## src/rtl/bcd_scan_driver_if.sv

```systemverilog
// Control/display bundle between a value source and the BCD scan driver.
// The source drives bin/load/blank_en; the driver returns status and scan outputs.
interface bcd_scan_driver_if #(
    parameter int BIN_W = 14
) ();
    logic [BIN_W-1:0] bin;
    logic             load;
    logic             blank_en;
    logic             busy;
    logic             done;
    logic             ovf;
    logic [3:0]       dig;
    logic [3:0]       an;

    modport master (
        output bin, load, blank_en,
        input  busy, done, ovf, dig, an
    );

    modport slave (
        input  bin, load, blank_en,
        output busy, done, ovf, dig, an
    );
endinterface

```

## src/rtl/bcd_scan_driver.sv

```systemverilog
// Binary-to-BCD converter (iterative double-dabble) feeding a 4-digit
// time-multiplexed seven-segment scan with optional leading-zero blanking.
module bcd_scan_driver #(
    parameter int REFRESH_DIV = 100000,
    parameter int BIN_W       = 14
) (
    input  logic              clk,
    input  logic              rst_n,
    bcd_scan_driver_if.slave  sd
);
    localparam int CNT_W = (REFRESH_DIV > 1) ? $clog2(REFRESH_DIV) : 1;

    typedef enum logic {IDLE, CONV} state_t;

    state_t           state;
    logic [BIN_W-1:0] bin_sr;
    logic [15:0]      bcd;
    logic [3:0]       iter;
    logic [15:0]      disp;
    logic             busy_q;
    logic             done_q;
    logic             ovf_q;
    logic [CNT_W-1:0] cnt;
    logic [1:0]       idx;

    logic             over;
    logic [BIN_W-1:0] clamped;
    logic [15:0]      adj;
    logic [29:0]      next_sr;
    logic [3:0]       lead;
    logic [3:0]       lit;
    logic [3:0]       sel;

    assign over    = (sd.bin > BIN_W'(9999));
    assign clamped = over ? BIN_W'(9999) : sd.bin;

    always_comb begin
        adj = bcd;
        for (int unsigned n = 0; n < 4; n++) begin
            if (bcd[n*4 +: 4] >= 4'd5)
                adj[n*4 +: 4] = bcd[n*4 +: 4] + 4'd3;
        end
    end

    // One double-dabble step: add-3 correction, then shift BCD:binary left.
    assign next_sr = {adj[14:0], bin_sr, 1'b0};

    always_ff @(posedge clk or negedge rst_n) begin
        if (!rst_n) begin
            state  <= IDLE;
            bin_sr <= '0;
            bcd    <= '0;
            iter   <= '0;
            disp   <= '0;
            busy_q <= 1'b0;
            done_q <= 1'b0;
            ovf_q  <= 1'b0;
        end else begin
            done_q <= 1'b0;
            case (state)
                IDLE: begin
                    if (sd.load) begin
                        state  <= CONV;
                        busy_q <= 1'b1;
                        ovf_q  <= over;
                        bin_sr <= clamped;
                        bcd    <= '0;
                        iter   <= '0;
                    end
                end
                CONV: begin
                    bcd    <= next_sr[29:14];
                    bin_sr <= next_sr[13:0];
                    iter   <= iter + 4'd1;
                    if (iter == 4'd13) begin
                        state  <= IDLE;
                        busy_q <= 1'b0;
                        done_q <= 1'b1;
                        disp   <= next_sr[29:14];
                    end
                end
                default: state <= IDLE;
            endcase
        end
    end

    always_ff @(posedge clk or negedge rst_n) begin
        if (!rst_n) begin
            cnt <= '0;
            idx <= '0;
        end else if (cnt == CNT_W'(REFRESH_DIV - 1)) begin
            cnt <= '0;
            idx <= idx + 2'd1;
        end else begin
            cnt <= cnt + CNT_W'(1);
        end
    end

    // lead[p]: some digit at position p or above is non-zero; ones always lit.
    assign lead[3] = |disp[15:12];
    assign lead[2] = lead[3] | (|disp[11:8]);
    assign lead[1] = lead[2] | (|disp[7:4]);
    assign lead[0] = 1'b1;
    assign lit     = sd.blank_en ? lead : 4'b1111;
    assign sel     = 4'b0001 << idx;

    assign sd.dig  = disp[{idx, 2'b00} +: 4];
    assign sd.an   = ~(sel & lit);
    assign sd.busy = busy_q;
    assign sd.done = done_q;
    assign sd.ovf  = ovf_q;
endmodule
```

## src/flat_wrapper.sv

```systemverilog
// flat-port wrapper written by rule: the top's interface ports become plain ports
module bcd_scan_driver_flat 
#(
    parameter int REFRESH_DIV = 100000,
    parameter int BIN_W       = 14
)
  (clk, rst_n, sd_bin, sd_load, sd_blank_en, sd_busy, sd_done, sd_ovf, sd_dig, sd_an);
  bcd_scan_driver_if #(.BIN_W(BIN_W)) sd_i ();
  input  logic clk;
  input  logic rst_n;
  input wire logic [$bits(sd_i.bin)-1:0] sd_bin;
  input wire logic [$bits(sd_i.load)-1:0] sd_load;
  input wire logic [$bits(sd_i.blank_en)-1:0] sd_blank_en;
  output wire logic [$bits(sd_i.busy)-1:0] sd_busy;
  output wire logic [$bits(sd_i.done)-1:0] sd_done;
  output wire logic [$bits(sd_i.ovf)-1:0] sd_ovf;
  output wire logic [$bits(sd_i.dig)-1:0] sd_dig;
  output wire logic [$bits(sd_i.an)-1:0] sd_an;
  assign sd_i.bin = sd_bin;
  assign sd_i.load = sd_load;
  assign sd_i.blank_en = sd_blank_en;
  assign sd_busy = sd_i.busy;
  assign sd_done = sd_i.done;
  assign sd_ovf = sd_i.ovf;
  assign sd_dig = sd_i.dig;
  assign sd_an = sd_i.an;
  bcd_scan_driver #(.REFRESH_DIV(REFRESH_DIV), .BIN_W(BIN_W)) u_core (.clk(clk), .rst_n(rst_n), .sd(sd_i));
endmodule
```

## config.mk

```make
export PLATFORM = sky130hd
export DESIGN_NAME = bcd_scan_driver_flat
export DESIGN_NICKNAME = d
export VERILOG_FILES = /design/src/rtl/bcd_scan_driver_if.sv /design/src/rtl/bcd_scan_driver.sv /design/src/flat_wrapper.sv
export SDC_FILE = /design/constraint.sdc
export NUM_CORES = 1
export LEC_CHECK = 0
export CAP_MARGIN = 40
export CORE_MARGIN = 4
export CORE_UTILIZATION = 57
export CTS_CLUSTER_DIAMETER = 120
export DETAILED_ROUTE_END_ITERATION = 10
export MAX_ROUTING_LAYER = met4
export PLACE_DENSITY = 0.89
export SLEW_MARGIN = 20
export SYNTH_ARGS = -nofsm -noshare
export SYNTH_HDL_FRONTEND = slang
export SYNTH_SLANG_ARGS = --single-unit
```

## constraint.sdc

```tcl
create_clock -name clk -period 2 [get_ports clk]
set_input_delay 0.3 -clock clk [delete_from_list [all_inputs] [get_ports clk]]
set_output_delay 0.3 -clock clk [all_outputs]
set_load 0.005 [all_outputs]
```

==> flow_summary_export.csv <==
group,metric,value,unit
outcome,run_status,"completed",
drt,drtPass1Iterations,4,
logic_synthesis,yosys.area.top_type,"dfrtp_1",
sta,max_freq,0.522,GHz
worst_setup_path,path_class,"reg2out",
sta,finalCriticalPeriod,1.92,ns
logic_synthesis,synth_top_cell_area_share,48.7,%
worst_setup_path,crit_path_start_kind,"flop",
grt,grt_use_total,21.2,%
clock_tree,clockRootBuffer,"clkbuf_8",
logic_synthesis,synth_nets,391,
logic_synthesis,synth-seq-cells,73,
grt,grt_pass1_vias,2774,
logic_synthesis,synthArstFlopShare,100,%
worst_setup_path,critPathCapture,"sd_an[1]",
floorplan,dieArea,7950,um^2
logic_synthesis,ys_seq_area_share,48.7,%
logic_synthesis,yosysWarnings,0,
cells_and_area,utilization,69.7,%
sta,hold_violations,0,
sta,slew_headroom,64.8,%
cells_and_area,drive_gt1_share,14.4,%
drt,first_iter_violations,130,
logic_synthesis,synth.distinct_cells,39,
worst_setup_path,rr_endpoint,"u_core.disp[2]",
worst_setup_path,critPathCaptureType,"primary output",
clock_tree,clk_pin_slew,0.07,ns
grt,grt_pass1_wl,12600,um
worst_hold_path,hp-class,"in2async",
sta,tightestPinTransition,0.529,ns
worst_setup_path,crit_path_top_delay_cell,"or4_1",
worst_setup_path,setup.worst_path.start,"u_core.disp[4]",
floorplan,coreArea,6390,um^2
clock_tree,cts_sinks,73,
clock_tree,cts_max_level,3,
worst_setup_path,r2r-start,"u_core.bcd[0]",
drt,routed_wl,7480,um
clock_tree,cts_made_buffers,9,
clock_tree,cts_tree,"yes",
worst_setup_path,arrival,1.62,ns
place,dp_hpwl,5360,um
floorplan,num_rows,29,
cells_and_area,layout.nets,432,
grt,grt_max_degree,30,
logic_synthesis,synth_cells,358,
drt,drc,0,
grt,antenna_found_initial,0,
floorplan,ios,29,
sta,min_period_over_period,95.9,%
logic_synthesis,synth_edf_count,0,
floorplan,die_h,89.2,um
logic_synthesis,synth-main-ff-cell,"dfrtp_1",
place,dpl.cell_count,460,
sta,setup_violations,0,
clock_tree,cts.path.max_buffers,2,
drt,postRouteAntennaNets,0,
logic_synthesis,synth_top_cells_by_count,"dfrtp_1 (73), nand2_1 (44), o21ai_0 (30)",
floorplan,start_util,58.8,%
sta,fin_skew,0.0125,ns
power_and_ir_drop,powerDensity,1270,nW/um^2
sta,grt_setup_unrepaired,"true",
drt,wire_per_inst,15.6,um
logic_synthesis,synth_area_leaders,"dfrtp_1 (49%), mux2i_1 (5.6%), ha_1 (5.0%)",
run,maxCapViolCount,0,
logic_synthesis,syn_area,3750,um^2
cells_and_area,fill_cells,452,
worst_setup_path,worstPathMaxFanout,3,
cells_and_area,area_delta_synth_final,18.6,%
drt,via_per_inst,5.74,
logic_synthesis,synth_area_per_cell,10.5,um^2
place,gp_congestion,0.869,
worst_setup_path,cp_data_required_time,1.70,ns
worst_setup_path,crit_path_cell_trace,"or4_1 > o21ai_0 > dlygate4sd2_1",
worst_setup_path,ff2ff_path_depth,6,
cells_and_area,n_antenna_cell,0,
worst_setup_path,critPathMaxStageDelay,0.51,ns
clock_tree,insertion_delay,0.35,ns
power_and_ir_drop,ir_worst_vdd,0.740,mV
cells_and_area,final_cell_count_no_fill,481,
place,portBuffers,28,
floorplan,die_w,89.2,um
drt,num_vias,2759,
power_and_ir_drop,leakage,2.10,nW
logic_synthesis,synth_most_common_cell,"dfrtp_1",
grt,grt.overflow.total,0,
worst_setup_path,r2r_slack,0.23,ns
sta,maxSlewViolCount,0,
==> worst max-delay path: cells and delay by family (launching register included) <==
family                 cells  cell delay [ns]
AO/OA/AOI/OAI              1             0.13
buffers and inverters      1             0.24
flip-flops                 1             0.40
AND/OR/NAND/NOR            1             0.51
==> worst min-delay path by stage <==
stage,start,end,slack [ns],depth (start not counted)
after floorplan,rst_n,u_core.bcd[0],0.004,0
after global placement,rst_n,u_core.iter[1],0.31,1
after detailed placement,rst_n,u_core.iter[0],0.31,1
after CTS,rst_n,u_core.bin_sr[8],0.48,2
after global routing,rst_n,u_core.sd.ovf,0.51,2
final,rst_n,u_core.bin_sr[8],0.47,2
==> cells in the final DEF, fill, tap and decap left out, types with 4 or more instances in the layout <==
master / n
nor2_1: 14
mux2_2: 10
o21ai_0: 30
nand4_1: 5
ha_1: 15
dlygate4sd2_1: 5
mux4_2: 4
nor3b_1: 14
a21oi_1: 15
nand2_1: 44
nor2b_1: 6
a221o_1: 4
nand3_1: 10
nand2b_1: 16
xnor2_1: 11
inv_1: 13
dfrtp_1: 70
clkdlybuf4s50_1: 20
clkbuf_8: 10
mux2i_1: 21
buf_4: 12
xor2_1: 7
==> sequential cells by signal (all words and copies together) (netlist names) <==
name	flops
u_core.bin_sr	14
u_core.state	1
u_core.iter	4
u_core.sd.done	1
u_core.disp	16
u_core.bcd	16
u_core.idx	2
u_core.sd.busy	1
u_core.cnt	17
u_core.sd.ovf	1
==> cells by family (layout without fill, tap and decap cells) <==
group / count (synthesis) / count (layout) / share of synthesized area [%]
buffers and inverters: 28 / 74 / 3.07
AOI/OAI and AO/OA: 59 / 59 / 9.20
xor gates and xnor gates: 18 / 18 / 4.20
muxes: 35 / 35 / 11.0
and+or+nand+nor: 130 / 130 / 18.9
adders and majority gates: 15 / 15 / 5.00
DFF: 73 / 73 / 48.7
==> power breakdown <==
part / switching (W) / internal [W] / total, W
clock network: 0.000547 / 0.000740 / 0.00129
registers: 0.000432 / 0.00195 / 0.00238
logic: 0.000996 / 0.00101 / 0.00200
total: 0.00198 / 0.00369 / 0.00567
==> cell type report <==
type / instances / area, um^2 / area share [%]
multi-input combinational: 257 / 1830 / 41.2
clock buffer: 10 / 138 / 3.09
tap: 77 / 96.3 / 2.16
sequential: 73 / 1830 / 41.1
clock inverter: 6 / 90.1 / 2.02
timing repair buffer: 44 / 410 / 9.22
inverter: 14 / 52.6 / 1.18
==> metal layers <==
layer  GRT usage (%)  routed length, um  vias up  part of all wire [%]
met1            27.0               3380     1348                    45
met3            5.81                286       13                   3.8
met4            6.09                104        0                   1.4
met5               -                  0        -                     0
li1                -                  -     1338                     -
met2            33.6               3720       60                    50
==> timing repair <==
item | in CTS | in global routing
hold endpoints to repair | 19 | 0
pin swaps | 3 | 0
gates resized for setup | 14 | 4
endpoints found under the setup margin | 8 | 4
buffers inserted | 3 | 1
hold buffers | 1 | 0
==> metrics by stage <==
stage	total power [W]	instance area (um^2)	setup slack (ns)	setup TNS [ns]	hold slack, ns
after CTS	0.00567	4450	0.0375	0	0.477
after floorplan	0.00369	3750	0.400	0	0.00441
after detailed placement	0.00433	4170	0.0719	0	0.308
after global routing	0.00609	4450	-0.0431	-0.0431	0.508
after global placement	0.00417	4170	0.130	0	0.310
final	0.00567	4450	0.0828	0	0.475
(Power assumes the default switching activity.)
